## config.mk

```make
export PLATFORM = sky130hd
export DESIGN_NAME = fetch_inst_queue
export DESIGN_NICKNAME = d
export VERILOG_FILES = /design/src/rtl/rv32i_types.sv /design/src/rtl/fetch_inst_queue.sv
export SDC_FILE = /design/constraint.sdc
export NUM_CORES = 1
export LEC_CHECK = 0
export CAP_MARGIN = 20
export CORE_AREA = 5 5 365 260
export CTS_CLUSTER_SIZE = 40
export DETAILED_ROUTE_END_ITERATION = 8
export DIE_AREA = 0 0 370 265
export PLACE_DENSITY_LB_ADDON = 0.05
export SLEW_MARGIN = 20
export SYNTH_ARGS = -nofsm -noshare
export SYNTH_HDL_FRONTEND = slang
export SYNTH_SLANG_ARGS = --single-unit
```

## constraint.sdc

```tcl
create_clock -name clk -period 13.43 [get_ports clk]
set_input_delay 3.3575 -clock clk [delete_from_list [all_inputs] [get_ports clk]]
set_output_delay 3.3575 -clock clk [all_outputs]
set_load 0.05 [all_outputs]
```

## src/rtl/rv32i_types.sv

```systemverilog
// Shared RV32I front-end types.
// Holds the fetch-to-decode instruction queue entry so that fetch, the
// instruction queue and decode all agree on one payload layout.
package rv32i_types;

    // Width of one packed queue entry: pc + inst + branch_pred + predicted_pc.
    localparam int INST_QUEUE_ENTRY_W = 97;

    typedef struct packed {
        logic [31:0] pc;
        logic [31:0] inst;
        logic        branch_pred;
        logic [31:0] predicted_pc;
    } inst_queue_entry_t;

    // Assemble a queue entry from the individual fetch-side fields.
    function automatic inst_queue_entry_t make_inst_queue_entry(
        input logic [31:0] pc,
        input logic [31:0] inst,
        input logic        branch_pred,
        input logic [31:0] predicted_pc
    );
        inst_queue_entry_t e;
        e.pc           = pc;
        e.inst         = inst;
        e.branch_pred  = branch_pred;
        e.predicted_pc = predicted_pc;
        return e;
    endfunction

endpackage

```

## src/rtl/fetch_inst_queue.sv

```systemverilog
// fetch_inst_queue
// Circular instruction buffer between fetch and decode. Fetch pushes
// {pc, inst, branch prediction, predicted pc} tuples; decode reads the head
// entry combinationally and pops it with deq_ready. The whole queue is
// discarded in one cycle on flush (mispredict / ROB redirect).
//
// Ports:
//   clk, rst              - clock, synchronous active-high reset
//   flush                 - empty the queue on the next edge
//   enq_valid/enq_ready   - fetch-side handshake
//   enq_pc/inst/branch_pred/predicted_pc - fetch payload
//   deq_valid/deq_ready   - decode-side handshake
//   deq_pc/inst/branch_pred/predicted_pc - head payload (valid only with deq_valid)
//   count                 - occupancy, 0..DEPTH
module fetch_inst_queue
    import rv32i_types::*;
#(
    parameter  int DEPTH = 8,
    localparam int PTR_W = $clog2(DEPTH)
) (
    input  logic             clk,
    input  logic             rst,
    input  logic             flush,
    input  logic             enq_valid,
    output logic             enq_ready,
    input  logic [31:0]      enq_pc,
    input  logic [31:0]      enq_inst,
    input  logic             enq_branch_pred,
    input  logic [31:0]      enq_predicted_pc,
    output logic             deq_valid,
    input  logic             deq_ready,
    output logic [31:0]      deq_pc,
    output logic [31:0]      deq_inst,
    output logic             deq_branch_pred,
    output logic [31:0]      deq_predicted_pc,
    output logic [PTR_W:0]   count
);

    localparam logic [PTR_W:0] PTR_ZERO = {(PTR_W+1){1'b0}};
    localparam logic [PTR_W:0] PTR_ONE  = {{PTR_W{1'b0}}, 1'b1};

    inst_queue_entry_t mem_r [DEPTH];

    // Pointers carry one extra wrap bit so full and empty are distinguishable.
    logic [PTR_W:0]    head_r;
    logic [PTR_W:0]    tail_r;

    logic              empty_s;
    logic              full_s;
    logic              enq_fire_s;
    logic              deq_fire_s;
    inst_queue_entry_t head_entry_s;

    // Status, handshakes and head read-out, all from registered pointers only.
    always_comb begin
        empty_s      = (head_r == tail_r);
        full_s       = (head_r[PTR_W-1:0] == tail_r[PTR_W-1:0]) &&
                       (head_r[PTR_W] != tail_r[PTR_W]);
        enq_ready    = !full_s;
        deq_valid    = !empty_s;
        enq_fire_s   = enq_valid && !full_s;
        deq_fire_s   = deq_ready && !empty_s;
        count        = tail_r - head_r;
        head_entry_s = mem_r[head_r[PTR_W-1:0]];
    end

    assign deq_pc           = head_entry_s.pc;
    assign deq_inst         = head_entry_s.inst;
    assign deq_branch_pred  = head_entry_s.branch_pred;
    assign deq_predicted_pc = head_entry_s.predicted_pc;

    // Pointer update: reset beats flush, flush discards any same-cycle enq/deq.
    always_ff @(posedge clk) begin
        if (rst) begin
            head_r <= PTR_ZERO;
            tail_r <= PTR_ZERO;
        end else if (flush) begin
            head_r <= PTR_ZERO;
            tail_r <= PTR_ZERO;
        end else begin
            if (enq_fire_s) begin
                tail_r <= tail_r + PTR_ONE;
            end
            if (deq_fire_s) begin
                head_r <= head_r + PTR_ONE;
            end
        end
    end

    // Storage write; the array itself is never reset, pointers define validity.
    always_ff @(posedge clk) begin
        if (!rst && !flush && enq_fire_s) begin
            mem_r[tail_r[PTR_W-1:0]] <= make_inst_queue_entry(
                enq_pc, enq_inst, enq_branch_pred, enq_predicted_pc);
        end
    end

endmodule

```

==> results of run 1 <==
-- power by group through the flow --
stage	registers, uW	logic (uW)	clock network, uW
after detailed placement	2770	200	0
after global placement	2770	199	0
after global routing	2710	209	2390
after floorplan	2770	101	0
after CTS	2710	201	2290
final	2720	196	2200
-- sequential cells by signal (all words and copies together), names as in the netlist, named ones only --
signal and cells:
mem_r 776, tail_r 4, head_r 4
-- worst max-delay path: stages (launching register included) --
cell and delay, ps:
dfxtp_4 620, buf_4 790, buf_4 810, mux4_2 430
mux2_2 310, clkdlybuf4s50_1 710
-- worst paths after layout --
path	start	end	cells after the start
worst min register to register	head_r[3]	head_r[3]	2
worst max-delay path	register	deq_pc[18]	5
worst max register to register	tail_r[0]	mem_r[6][7]	8
worst min-delay path	head_r[3]	head_r[3]	2
-- cells in the final DEF, fill, tap and decap left out, types with 2 or more instances in the layout --
cell	n
clkbuf_16	85
mux4_2	194
dfxtp_1	8
nor3_2	2
mux2_2	97
nand3_1	2
dfxtp_4	3
nor2_1	8
a21oi_1	4
nor2_4	6
buf_12	2
o211ai_1	2
nand4_1	2
diode_2	4
or3_1	2
clkinv_2	13
nand2_1	6
xor2_1	2
bufinv_16	8
inv_1	8
inv_6	2
clkdlybuf4s50_1	204
clkbuf_1	15
buf_4	22
xnor2_1	7
clkinv_1	18
edfxtp_1	776
ha_1	5
-- stage by stage --
step / utilization [%] / total power, uW / hold WS, ps
3_5_place_dp: 36.5 / 2970 / 593
6_report: 39.4 / 5110 / 606
5_1_grt: 39.4 / 5320 / 631
3_3_place_gp: 36.5 / 2970 / 589
4_1_cts: 39.4 / 5200 / 611
2_1_floorplan: - / 2870 / 529
-- layout make-up --
type / count / area (um2)
diodes: 4 / 10.0
clock buffers: 100 / 2180
clock inverters: 42 / 398
fillers: 8171 / 55200
inverters: 8 / 30.0
multi-input cells: 347 / 5890
flip-flops and latches: 787 / 23500
well taps: 1235 / 1550
repair buffers: 228 / 2250
-- per-layer routing --
layer  wire, um  GRT usage (%)  part of all wire [%]
met1      31200           19.4                    46
met2      32600           22.4                    48
met3       3320           3.33                   4.9
met4       1240           3.45                   1.8
met5         44              0                 0.064
-- kinds of logic after synthesis --
group           count (synthesis)  share of synthesized area (%)
buf+inv                        64                           1.32
fa+ha+maj                       6                          0.278
simple gates                   30                          0.446
xor+xnor                       10                          0.320
flops                         787                           79.1
mux                           292                           18.4
compound gates                  9                          0.177
==> impl_metrics.tcl, run 1 <==
set metrics [dict create \
    syn_area_per_cell_um2 24.8 \
    fin_cells 2751 \
    clock_skew_ps 19.2 \
    hold_viol_final 0 \
    cts_inserted_buffers 81 \
    ys_types 28 \
    io_buffer_count 204 \
    postPlaceCellArea_um2 33200 \
    io_pins 205 \
    crit_arrival_ps 4360 \
    status "finished clean" \
    start_util_pct 32.7 \
    yosysWarnings 0 \
    place_ws_ps 5910 \
    cts_buffer_depth 3 \
    grt_pass1_vias 14271 \
    clkLatencyLatePin_ps 620 \
    area_delta_synth_final_pct 20.5 \
    die_area_um2 98100 \
    ctsResizeCount 0 \
    ant_nets 0 \
    ff2ff_setup_slack_ps 8850 \
    p_leak_uw 0.0108 \
    rsz0062_at_grt "no" \
    grt_overflow 0 \
    fmax_mhz 130 \
    hpwlAfterDp_um 36000 \
    drt-total-wl_um 68400 \
    vdd_drop_max_v 0.0000694 \
    htree_levels 3 \
    root_buffer "clkbuf_16" \
    tritoncts "built" \
    fin_setup_tns_ps 0 \
    synth_top_area_share_pct 78.3 \
    grt.total_usage_pct 14.0 \
    synthArstFlopShare_pct 0 \
    yosys.area.top_type "edfxtp_1" \
    avgRoutedWirePerCell_um 24.9 \
    setup_ws_ps 5710 \
    syn_nets 1306 \
    synth_most_common_cell "edfxtp_1" \
    cp_data_required_time_ps 10070 \
    relSlewSlack_pct 26.3 \
    antenna_found_initial 4 \
    placed_cells 2605 \
    final_area_um2 35800 \
    end_kind "output pin" \
    fin_nets 1561 \
    path_max_fanout 54 \
    ys_ff_latch 787 \
    vias 13005 \
    synthTopCellsByCount "edfxtp_1, mux4_2, mux2_2" \
    drcViolationCount 0 \
    period_needed_ps 7720 \
    finalCritPeriodShare_pct 57.5 \
    worstSetupPathType "register to output pin" \
    p_int_uw 4090 \
    core_area_um2 91000 \
    drt-initial-drc-count 853 \
    comb_power_share_pct 3.8 \
    power_switching_uw 1020 \
    holdBufCountCts 0 \
    syn_area_um2 29700 \
    setup_violations 0 \
    num_rows 93 \
    hold_path_class "register to register" \
    gp_congestion 0.677 \
    tightest_slew_ps 1110 \
    maxCapViolCount 0 \
    cts.sinks 787 \
    synthFlopType "edfxtp_1" \
    die_h_um 265 \
    synthTopCellsByArea "edfxtp_1, mux4_2, mux2_2" \
    start_kind "register" \
    synth_edf_count 776 \
    p_seq_share_pct 53.1 \
    seq_area_frac_synth_pct 79.1 \
    synthCells 1198 \
    dr.pass1.iters 4 \
    drive_above_1_share_pct 28.9 \
    viasPerCell 4.73 \
    clk_pin_slew_ps 60 \
    pwr_density_cell_nw_per_um2 143 \
    grt_pass1_wl_um 100000 \
    sw_frac_of_total_pct 20.0 \
    grt_max_degree 98 \
    post-cts-setup-buffers 0 \
    power.share.clock_pct 43.1 \
    slew_viol_final 0 \
    die_w_um 370 \
]
(Power assumes the default switching activity.)
==> run 2: changes to the inputs <==
- clock period: 13.43 -> 7.64 ns (I/O delays scaled with it)
==> run 2 against run 1 <==
Count of clock-buffer cells in the layout rose by 7. Global-route usage is 0.34 points higher. Sequential power grew 75%. Highest routed layer unchanged. Power is 73% higher. Largest cell class unchanged. Via count is 0.98% higher. Critical endpoint is now deq_inst[29]. Non-clock buffer count is 1 higher. Wire length rose by 2.1%. Cell count grew 0.18%.
==> impl_metrics.tcl, run 2 (synthesis gave the netlist of run 1 again) <==
set metrics [dict create \
    ctsResizeCount 0 \
    cts.sinks 787 \
    end_kind "output pin" \
    start_kind "register" \
    rsz0062_at_grt "no" \
    clkLatencyLatePin_ps 640 \
    clk_pin_slew_ps 60 \
    drcViolationCount 0 \
    relSlewSlack_pct 32.6 \
    hpwlAfterDp_um 34900 \
    fin_nets 1561 \
    period_needed_ps 5650 \
    worstSetupPathType "register to output pin" \
    ant_nets 0 \
    area_delta_synth_final_pct 20.7 \
    grt.total_usage_pct 14.3 \
    htree_levels 3 \
    status "finished clean" \
    layout_common_cells "edfxtp_1, clkdlybuf4s50_1, mux4_2" \
    finalCritPeriodShare_pct 73.9 \
    use_met3_pct 3.79 \
    core_area_um2 91000 \
    use_met2_pct 23.1 \
    root_buffer "clkbuf_16" \
    hold_viol_final 0 \
    die_w_um 370 \
    gp_congestion 0.660 \
    crit_arrival_ps 3740 \
    start_util_pct 32.7 \
    pwr_density_cell_nw_per_um2 246 \
    drt-initial-drc-count 669 \
    drt-total-wl_um 69800 \
    clock_skew_ps 19.1 \
    grt_max_degree 98 \
    dr.pass1.iters 4 \
    setup_violations 0 \
    p_leak_uw 0.0107 \
    power_uw 8830 \
    post-cts-setup-buffers 0 \
    use_met1_pct 19.6 \
    viasPerCell 4.76 \
    num_rows 93 \
    vias 13132 \
    antenna_found_initial 7 \
    holdBufCountCts 0 \
    die_area_um2 98100 \
    io_buffer_count 204 \
    hold_path_class "register to register" \
    final_common_cell "edfxtp_1" \
    fmax_mhz 177 \
    grt_pass1_wl_um 102000 \
    drive_above_1_share_pct 28.2 \
    slew_viol_final 0 \
    avgRoutedWirePerCell_um 25.3 \
    grt_pass1_vias 14727 \
    cts_inserted_buffers 80 \
    maxCapViolCount 0 \
    largest_reg_flops 776 \
    tightest_slew_ps 1010 \
    grt_overflow 0 \
    tritoncts "built" \
    die_h_um 265 \
    fillers 8192 \
    vdd_drop_max_v 0.000151 \
    path_max_fanout 39 \
    cts_buffer_depth 3 \
    io_pins 205 \
    busiest_layer "met2" \
    fin_setup_tns_ps 0 \
    cp_data_required_time_ps 5730 \
]
run 2: cell count changes in the layout (fill, tap and decap cells not counted):
cell        change
clkinv_1        +7
nor3_4          +2
clkinvlp_4      -1
bufinv_16       -5
clkbuf_1        +7
buf_4          -12
clkinv_2        -5
diode_2         +1
buf_12         +13
nor3_2          -2
run 2: final timing paths:
kind	startpoint	to	slack, ps	cells past startpoint
setup / recovery	register	deq_inst[29]	1990	4
hold / removal	tail_r[3]	tail_r[3]	600	2
setup reg to reg	tail_r[0]	mem_r[7][86]	4090	7
hold reg to reg	tail_r[3]	tail_r[3]	600	2
run 2: critical path, stage by stage (launching register included):
cell and delay [ps]:
dfxtp_4 960, buf_4 510, mux4_2 560, mux2_2 290, clkdlybuf4s50_1 700
run 2: power breakdown:
part / total, uW / leakage (uW) / switching (uW) / internal (uW)
registers: 4770 / 0.00708 / 9.34 / 4760
logic: 347 / 0.00245 / 203 / 144
clock network: 3710 / 0.00120 / 1590 / 2120
run 2: area by class of cell:
type                       count  area, um2  share of cell area (%)
inverter                       8       30.0                  0.0837
tap                         1235       1550                    4.31
clock buffer                 107       2210                    6.16
multi-input combinational    347       5900                    16.4
clock inverter                38        241                   0.673
antenna                        5       12.5                  0.0349
sequential                   787      23500                    65.6
timing repair buffer         229       2420                    6.74
run 2: routing by layer:
metal	vias to the layer above	part of all wire [%]
met1	7166	45
met5	-	0.064
met2	219	48
met4	8	1.8
met3	95	4.6
li1	5644	-
run 2: stage by stage:
stage | utilization [%] | instance area, um2 | worst slack (ps) | std cells | hold WS (ps)
floorplan | - | 29800 | 242 | 1198 | 540
global placement | 36.7 | 33400 | 2550 | 2606 | 586
detailed placement | 36.7 | 33400 | 2530 | 2606 | 587
finish | 39.4 | 35900 | 1990 | 2756 | 604
CTS | 39.4 | 35900 | 1800 | 2751 | 607
global route | 39.4 | 35900 | 1700 | 2751 | 646
==> run 3: changes to the inputs <==
- clock period: 7.64 -> 4.76 ns (I/O delays scaled with it)
==> run 3 against run 2 <==
Sequential power is 61% higher. Critical path depth increased by 1. Critical path type unchanged. Utilization rose by 0.53 points.
==> impl_metrics.tcl, run 3 (synthesis gave the netlist of run 1 again) <==
set metrics [dict create \
    tritoncts "built" \
    avgRoutedWirePerCell_um 24.9 \
    fin_nets 1591 \
    ff2ff_setup_slack_ps 1490 \
    crit_top_cell "buf_12" \
    status "finished clean" \
    drive_above_1_share_pct 30.3 \
    r2r-start "tail_r[0]" \
    post-cts-setup-buffers 0 \
    seq_area_um2 23500 \
    postPlaceCellArea_um2 33900 \
    htree_levels 3 \
    final_common_cell "edfxtp_1" \
    crit_end "deq_pc[12]" \
    fin_setup_tns_ps 0 \
    slowest_delay_ps 710 \
    layout_common_cells "edfxtp_1, clkdlybuf4s50_1, mux4_2" \
    drt-total-wl_um 69300 \
    area_delta_synth_final_pct 22.3 \
    rsz0062_at_grt "no" \
    start_kind "register" \
    clkLatencyLatePin_ps 620 \
    vias 13095 \
    hold_viol_final 0 \
    multi_input_area_um2 5910 \
    grt.total_usage_pct 14.2 \
    vdd_drop_max_v 0.000205 \
    gp_congestion 0.682 \
    finalCritPeriodShare_pct 92.8 \
    grt_pass1_vias 14441 \
    clk_pin_slew_ps 60 \
    crit_chain "buf_12 > buf_12 > mux4_2 > mux2_2 > clkdlybuf4s50_1" \
    die_area_um2 98100 \
    rr_worst_depth 7 \
    hpwlAfterDp_um 39500 \
    die_h_um 265 \
    holdBufCountCts 0 \
    worstReg2RegEnd "mem_r[7][21]" \
    io_pins 205 \
    tightest_slew_ps 809 \
    fmax_mhz 226 \
    drt-initial-drc-count 840 \
    root_buffer "clkbuf_16" \
    start_util_pct 32.7 \
    power_uw 14200 \
    ctsResizeCount 0 \
    drcViolationCount 0 \
    largest_reg_flops 776 \
    final_area_um2 36400 \
    hold_path_class "register to register" \
    slew_viol_final 0 \
    die_w_um 370 \
    cts.sinks 787 \
    viasPerCell 4.70 \
    cts_inserted_buffers 80 \
    relSlewSlack_pct 46.0 \
    path_max_fanout 18 \
    post-route-util_pct 40.0 \
    slowest_stage "clkdlybuf4s50_1" \
    end_kind "output pin" \
    cp_data_required_time_ps 3570 \
    clock_skew_ps 19.7 \
    fillers 8072 \
    cts_buffer_depth 3 \
    p_leak_uw 0.0110 \
    setup_violations 0 \
    worstSetupPathType "register to output pin" \
    period_needed_ps 4420 \
    pwr_density_cell_nw_per_um2 390 \
    core_area_um2 91000 \
    grt_overflow 0 \
    grt_pass1_wl_um 102000 \
    crit_arrival_ps 3230 \
    antenna_found_initial 6 \
    ant_nets 0 \
    io_buffer_count 204 \
    dr.pass1.iters 5 \
    grt_max_degree 67 \
    maxCapViolCount 0 \
    num_rows 93 \
]
-- run 3: changes by cell type in the layout (fill, tap and decap cells not counted), sizes merged --
cell	previous run	this run
clkbuf	107	99
clkinv	33	40
buf	25	55
-- run 3: report_power, final --
part           total (uW)  internal (uW)  switching (uW)
Sequential           7660           7650            11.1
Combinational         570            238             332
Clock                5970           3400            2570
Total               14200          11300            2910
-- run 3: layout make-up --
| class | instances | area share [%] |
|---|---|---|
| Sequential cell | 787 | 64.7 |
| Multi-Input combinational cell | 347 | 16.2 |
| Timing Repair Buffer | 259 | 7.92 |
| Clock buffer | 99 | 5.99 |
| Tap cell | 1235 | 4.25 |
| Clock inverter | 45 | 0.781 |
| Inverter | 8 | 0.0826 |
| Antenna cell | 5 | 0.0344 |
-- run 3: critical path: cells and delay by family, from the launching register on --
| kind | cells | cell delay (ps) |
|---|---|---|
| buf+inv | 3 | 1180 |
| mux | 2 | 840 |
| flops | 1 | 550 |
-- run 3: stage by stage --
stage | std cells | hold slack, ps | worst slack, ps
after floorplan | 1198 | 544 | -220
after global placement | 2636 | 582 | 922
after detailed placement | 2636 | 596 | 912
after CTS | 2780 | 613 | 208
after global routing | 2780 | 654 | 158
final | 2785 | 604 | 342
-- run 3: per-layer routing --
layer / vias up / global-route usage [%] / share of wire (%)
met2: 253 / 22.0 / 46
met4: 2 / 3.76 / 2.1
li1: 5709 / - / -
met1: 7031 / 20.6 / 48
met5: - / 0 / 0.019
met3: 100 / 2.90 / 4.1
-- run 3: worst min path at each step --
stage                    from         to  slack [ps]  depth (start not counted)
detailed placement  tail_r[3]  tail_r[3]         600                          2
global placement    tail_r[3]  tail_r[3]         580                          2
floorplan           tail_r[2]  tail_r[2]         540                          3
global route        tail_r[3]  tail_r[3]         650                          2
CTS                 head_r[2]   register         610                          3
finish              head_r[2]   register         600                          3
